==> src/rtl/regfile_pkg.sv <==
// Shared constants and types for the general register file.
//   REG_ZERO / REG_V0 / REG_RA : architectural register indices
//   reg_idx_t                   : register index for the default 32-entry file
//   busy_vec_t                  : one busy bit per register (default size)
package regfile_pkg;

    localparam int REG_ZERO = 0;
    localparam int REG_V0   = 2;
    localparam int REG_RA   = 31;

    localparam int DEF_NREG = 32;
    localparam int DEF_AW   = $clog2(DEF_NREG);

    typedef logic [DEF_AW-1:0]   reg_idx_t;
    typedef logic [DEF_NREG-1:0] busy_vec_t;

endpackage

==> src/rtl/regfile_rd_port.sv <==
// One combinational read port of the register file.
// Ports:
//   addr     : register index read by this port
//   wr_live  : write strobe already qualified against reset
//   wr_addr  : register being written this cycle
//   wr_data  : data being written this cycle
//   mem      : flattened storage, register r at [r*WIDTH +: WIDTH]
//   busy_vec : registered scoreboard, one bit per register
//   data     : read data (zero for register 0, bypassed when enabled)
//   busy     : outstanding-write flag for the addressed register
module regfile_rd_port
    import regfile_pkg::*;
#(
    parameter int WIDTH  = 32,
    parameter int NREG   = 32,
    parameter int BYPASS = 1,
    parameter int AW     = $clog2(NREG)
) (
    input  logic [AW-1:0]         addr,
    input  logic                  wr_live,
    input  logic [AW-1:0]         wr_addr,
    input  logic [WIDTH-1:0]      wr_data,
    input  logic [NREG*WIDTH-1:0] mem,
    input  logic [NREG-1:0]       busy_vec,
    output logic [WIDTH-1:0]      data,
    output logic                  busy
);

    logic is_zero;
    logic hit;

    assign is_zero = (addr == AW'(REG_ZERO));
    assign hit     = (BYPASS != 0) && wr_live && (wr_addr == addr) && !is_zero;

    // A bypassed write is the one that retires the pending result, so the
    // busy flag is shown cleared in the same cycle as the forwarded data.
    always_comb begin
        data = mem[addr*WIDTH +: WIDTH];
        busy = busy_vec[addr];
        if (is_zero) begin
            data = '0;
            busy = 1'b0;
        end else if (hit) begin
            data = wr_data;
            busy = 1'b0;
        end
    end

endmodule

==> src/rtl/regfile_scoreboard.sv <==
// MIPS-style general register file with a per-register busy scoreboard.
// Ports:
//   clk, rst   : rising-edge clock, asynchronous active-high reset
//   rd_addr    : NREAD packed read addresses, port p at [p*AW +: AW]
//   rd_data    : NREAD packed read data, port p at [p*WIDTH +: WIDTH]
//   rd_busy    : per-port outstanding-write flag
//   wr_en, wr_addr, wr_data : single clocked write port
//   pend_set, pend_addr     : mark a register busy (long-latency write issued)
//   v0         : continuous view of register 2, same bypass rule as a read port
//   any_busy   : OR of all registered busy bits
module regfile_scoreboard
    import regfile_pkg::*;
#(
    parameter int WIDTH  = 32,
    parameter int NREG   = 32,
    parameter int NREAD  = 2,
    parameter int BYPASS = 1,
    localparam int AW    = $clog2(NREG)
) (
    input  logic                   clk,
    input  logic                   rst,
    input  logic [NREAD*AW-1:0]    rd_addr,
    output logic [NREAD*WIDTH-1:0] rd_data,
    output logic [NREAD-1:0]       rd_busy,
    input  logic                   wr_en,
    input  logic [AW-1:0]          wr_addr,
    input  logic [WIDTH-1:0]       wr_data,
    input  logic                   pend_set,
    input  logic [AW-1:0]          pend_addr,
    output logic [WIDTH-1:0]       v0,
    output logic                   any_busy
);

    logic [NREG*WIDTH-1:0] mem;
    logic [NREG-1:0]       busy;
    logic                  wr_live;
    logic                  wr_ok;
    logic                  pend_ok;
    logic                  v0_hit;

    // Forwarding is suppressed while reset is held so every read shows zero.
    assign wr_live = wr_en && !rst;
    assign wr_ok   = wr_en && (wr_addr != AW'(REG_ZERO));
    assign pend_ok = pend_set && (pend_addr != AW'(REG_ZERO));

    always_ff @(posedge clk or posedge rst) begin
        if (rst) begin
            mem <= '0;
        end else if (wr_ok) begin
            mem[wr_addr*WIDTH +: WIDTH] <= wr_data;
        end
    end

    // Set is scheduled after clear so a same-edge pend_set on the register
    // being written leaves it busy (a new long-latency result is on its way).
    always_ff @(posedge clk or posedge rst) begin
        if (rst) begin
            busy <= '0;
        end else begin
            if (wr_ok) begin
                busy[wr_addr] <= 1'b0;
            end
            if (pend_ok) begin
                busy[pend_addr] <= 1'b1;
            end
        end
    end

    assign any_busy = |busy;

    assign v0_hit = (BYPASS != 0) && wr_live && (wr_addr == AW'(REG_V0));
    assign v0     = v0_hit ? wr_data : mem[REG_V0*WIDTH +: WIDTH];

    for (genvar p = 0; p < NREAD; p++) begin : g_rd
        regfile_rd_port #(
            .WIDTH  (WIDTH),
            .NREG   (NREG),
            .BYPASS (BYPASS),
            .AW     (AW)
        ) u_rd_port (
            .addr     (rd_addr[p*AW +: AW]),
            .wr_live  (wr_live),
            .wr_addr  (wr_addr),
            .wr_data  (wr_data),
            .mem      (mem),
            .busy_vec (busy),
            .data     (rd_data[p*WIDTH +: WIDTH]),
            .busy     (rd_busy[p])
        );
    end

endmodule
==> config.mk <==
export PLATFORM = sky130hd
export DESIGN_NAME = regfile_scoreboard
export DESIGN_NICKNAME = d
export VERILOG_FILES = /design/src/rtl/regfile_pkg.sv /design/src/rtl/regfile_rd_port.sv /design/src/rtl/regfile_scoreboard.sv
export SDC_FILE = /design/constraint.sdc
export NUM_CORES = 2
export LEC_CHECK = 0
export CORE_MARGIN = 3
export CORE_UTILIZATION = 40
export DETAILED_ROUTE_END_ITERATION = 16
export PLACE_DENSITY_LB_ADDON = 0.08
export SYNTH_ARGS = -nofsm -noshare
export SYNTH_HDL_FRONTEND = slang
export SYNTH_HIERARCHICAL = 1
export SYNTH_SLANG_ARGS = --single-unit
==> constraint.sdc <==
create_clock -name clk -period 123.4 [get_ports clk]
set_input_delay 30.85 -clock clk [delete_from_list [all_inputs] [get_ports clk]]
set_output_delay 30.85 -clock clk [all_outputs]
set_load 0.05 [all_outputs]
==> results_dict.tcl <==
set metrics [dict create \
    status "finished, final reports clean" \
    r2r_start "mem[82]" \
    ys_seq_elements 1056 \
    fp.dieH_um 397 \
    max_slew_margin 0.0460 \
    worstSetupPathType "primary input to output port" \
    placed_cell_area_um2 64000 \
    cts_buffers 132 \
    final_cell_count_no_fill 7390 \
    drt-total-wl_mm 267 \
    mostFrequentLayoutCell "dfrtp_1" \
    first_iter_violations 5395 \
    synthesis.nets 5445 \
    num_rows 142 \
    clock_skew_ps 0 \
    grt_pass1_vias 47800 \
    min_path_type "flip-flop to flip-flop" \
    ys_warn_count 6 \
    fin_crit_sh 0.539 \
    crit_start "rd_addr[1]" \
    wl_met3_mm 24.9 \
    end_kind "output port" \
    design_area_um2 68600 \
    met2WireLength_mm 116 \
    die_x_um 397 \
    fin_ws_ps 56880 \
    io_pins 155 \
    yosysTopAreaCell "dfrtp_1" \
    start_util 0.406 \
    fill_cells 14000 \
    ant_nets 0 \
    tightest_slew_ps 1430 \
    grt_max_degree 167 \
    utilization 0.455 \
    via_count 48100 \
    worst-path-max-fanout 41 \
    ys.flop_type "dfrtp_1" \
    mostFrequentLayoutCells "dfrtp_1 (1056), o21ai_0 (591), nand2_1 (569)" \
    dieArea_um2 158000 \
    seqCellArea_um2 26400 \
    ys_seq_area_frac 0.432 \
    cts-root-buf "clkbuf_16" \
    rsz0062_at_grt "false" \
    leakage_nw 30.6 \
    multi_input_area_um2 32300 \
    gp_congestion 0.847 \
    hold_viol 0 \
    synthesis.area_um2 61200 \
    finalSetupViolations 0 \
    holdCritStartpoint "mem[8]" \
    met1_length_mm 114 \
    hpwl_mm 153 \
    synth_top_area_share 0.432 \
    synth-edff-count 0 \
    via_per_inst 6.51 \
    cap_viol_max_count 0 \
    peakVddDrop_uv 15.1 \
    tns_ps 0 \
    hold_buffers 0 \
    grt_use_total 0.336 \
    avgSynthCellArea_um2 11.4 \
    cp.required_ps 92550 \
    insertion_delay_ps 750 \
    layout.nets 5332 \
    area_delta_synth_final_pct 12.2 \
    fmax_mhz 15.0 \
    clock_sinks 1056 \
    powerDensity_nw_per_um2 14.5 \
    syn_inst 5384 \
    crit_path_start_kind "primary input" \
    fin_crit_ps 66530 \
    grt_pass1_wl_mm 376 \
    async_flop_share 1.00 \
    arrival_ps 35680 \
    highest_layer "met5" \
    wire_per_inst_um 36.2 \
    cts.repair.resized 0 \
    tritoncts "done" \
    htreeDepth 4 \
    clockBufferDepth 3 \
    grt.overflow.total 0 \
    ys_types 71 \
    cts_setup_buffers 0 \
    drt_pass1_iterations 6 \
    dp_slack_ps 57030 \
    port_buffers 154 \
    coreArea_um2 151000 \
    grt_antenna_before_repair 12 \
    drt_drc_violations_left 0 \
    drive_gt1_frac 0.248 \
    placed_cells_incl_taps 7153 \
    report.final.slew_viol_count 0 \
    synthTopCellsByArea "dfrtp_1 (43%), mux4_2 (9.9%), mux2_2 (9.8%)" \
    cts.clk_slew.worst_paths_ps 60 \
]
critical path, cell delays in order:
cell             delay, ps
clkbuf_8               370
buf_4                  710
buf_4                  630
nor2b_4                980
buf_4                  530
a22oi_1                130
a21boi_1               350
o41a_1                 170
a21oi_1                 90
clkdlybuf4s50_1        730
cell families after synthesis:
family	synth area share
compound gates	0.129
xor+xnor	0.00172
fa+ha+maj	0.00102
buf+inv	0.0470
flops	0.432
mux	0.309
simple gates	0.0811
sequential cells by signal, indices dropped and copies added (netlist names):
register / flops
mem: 1024
busy: 32
per-stage QoR:
step                hold slack [ps]  power [mW]
floorplan                       441       0.514
global placement                378       0.575
detailed placement              384       0.577
CTS                             396       0.998
global route                    405        1.03
finish                          393       0.995
worst paths after layout:
path,cells past startpoint,slack [ps],endpoint
worst max register to register,2,122490,mem[82]
worst min-delay path,0,390,mem[8]
max in group asynchronous,5,89480,mem[977]
worst min register to register,0,390,mem[8]
min in group asynchronous,2,30830,mem[252]
worst max-delay path,10,56880,rd_data[5]
cells in the mapped netlist, types with 81 or more instances:
cell type	instances
mux2_4	81
clkbuf_1	311
buf_2	96
dfrtp_1	1056
mux2i_1	525
nand2_1	577
o21ai_0	591
a22oi_1	132
mux4_2	270
nor2_1	206
a21oi_1	129
mux2_2	531
power breakdown:
part           internal (mW)  switching (mW)  total, mW
Combinational         0.0661           0.107      0.173
Sequential             0.377          0.0246      0.401
Clock                  0.258           0.163      0.421
Total                  0.701           0.295      0.995
cell type report:
cell class | instances | area share
clock inverter | 36 | 0.00848
antenna | 2 | 0.0000729
multi-input combinational | 3771 | 0.470
inverter | 15 | 0.000930
sequential | 1056 | 0.385
timing repair buffer | 295 | 0.0390
tap | 2016 | 0.0368
clock buffer | 199 | 0.0592
metal layers:
metal | vias up | track usage
li1 | 19800 | -
met5 | - | 0
met4 | 4 | 0.140
met3 | 595 | 0.0774
met2 | 2405 | 0.494
met1 | 25300 | 0.475
Note: power is estimated with default switching activity, not from simulation.
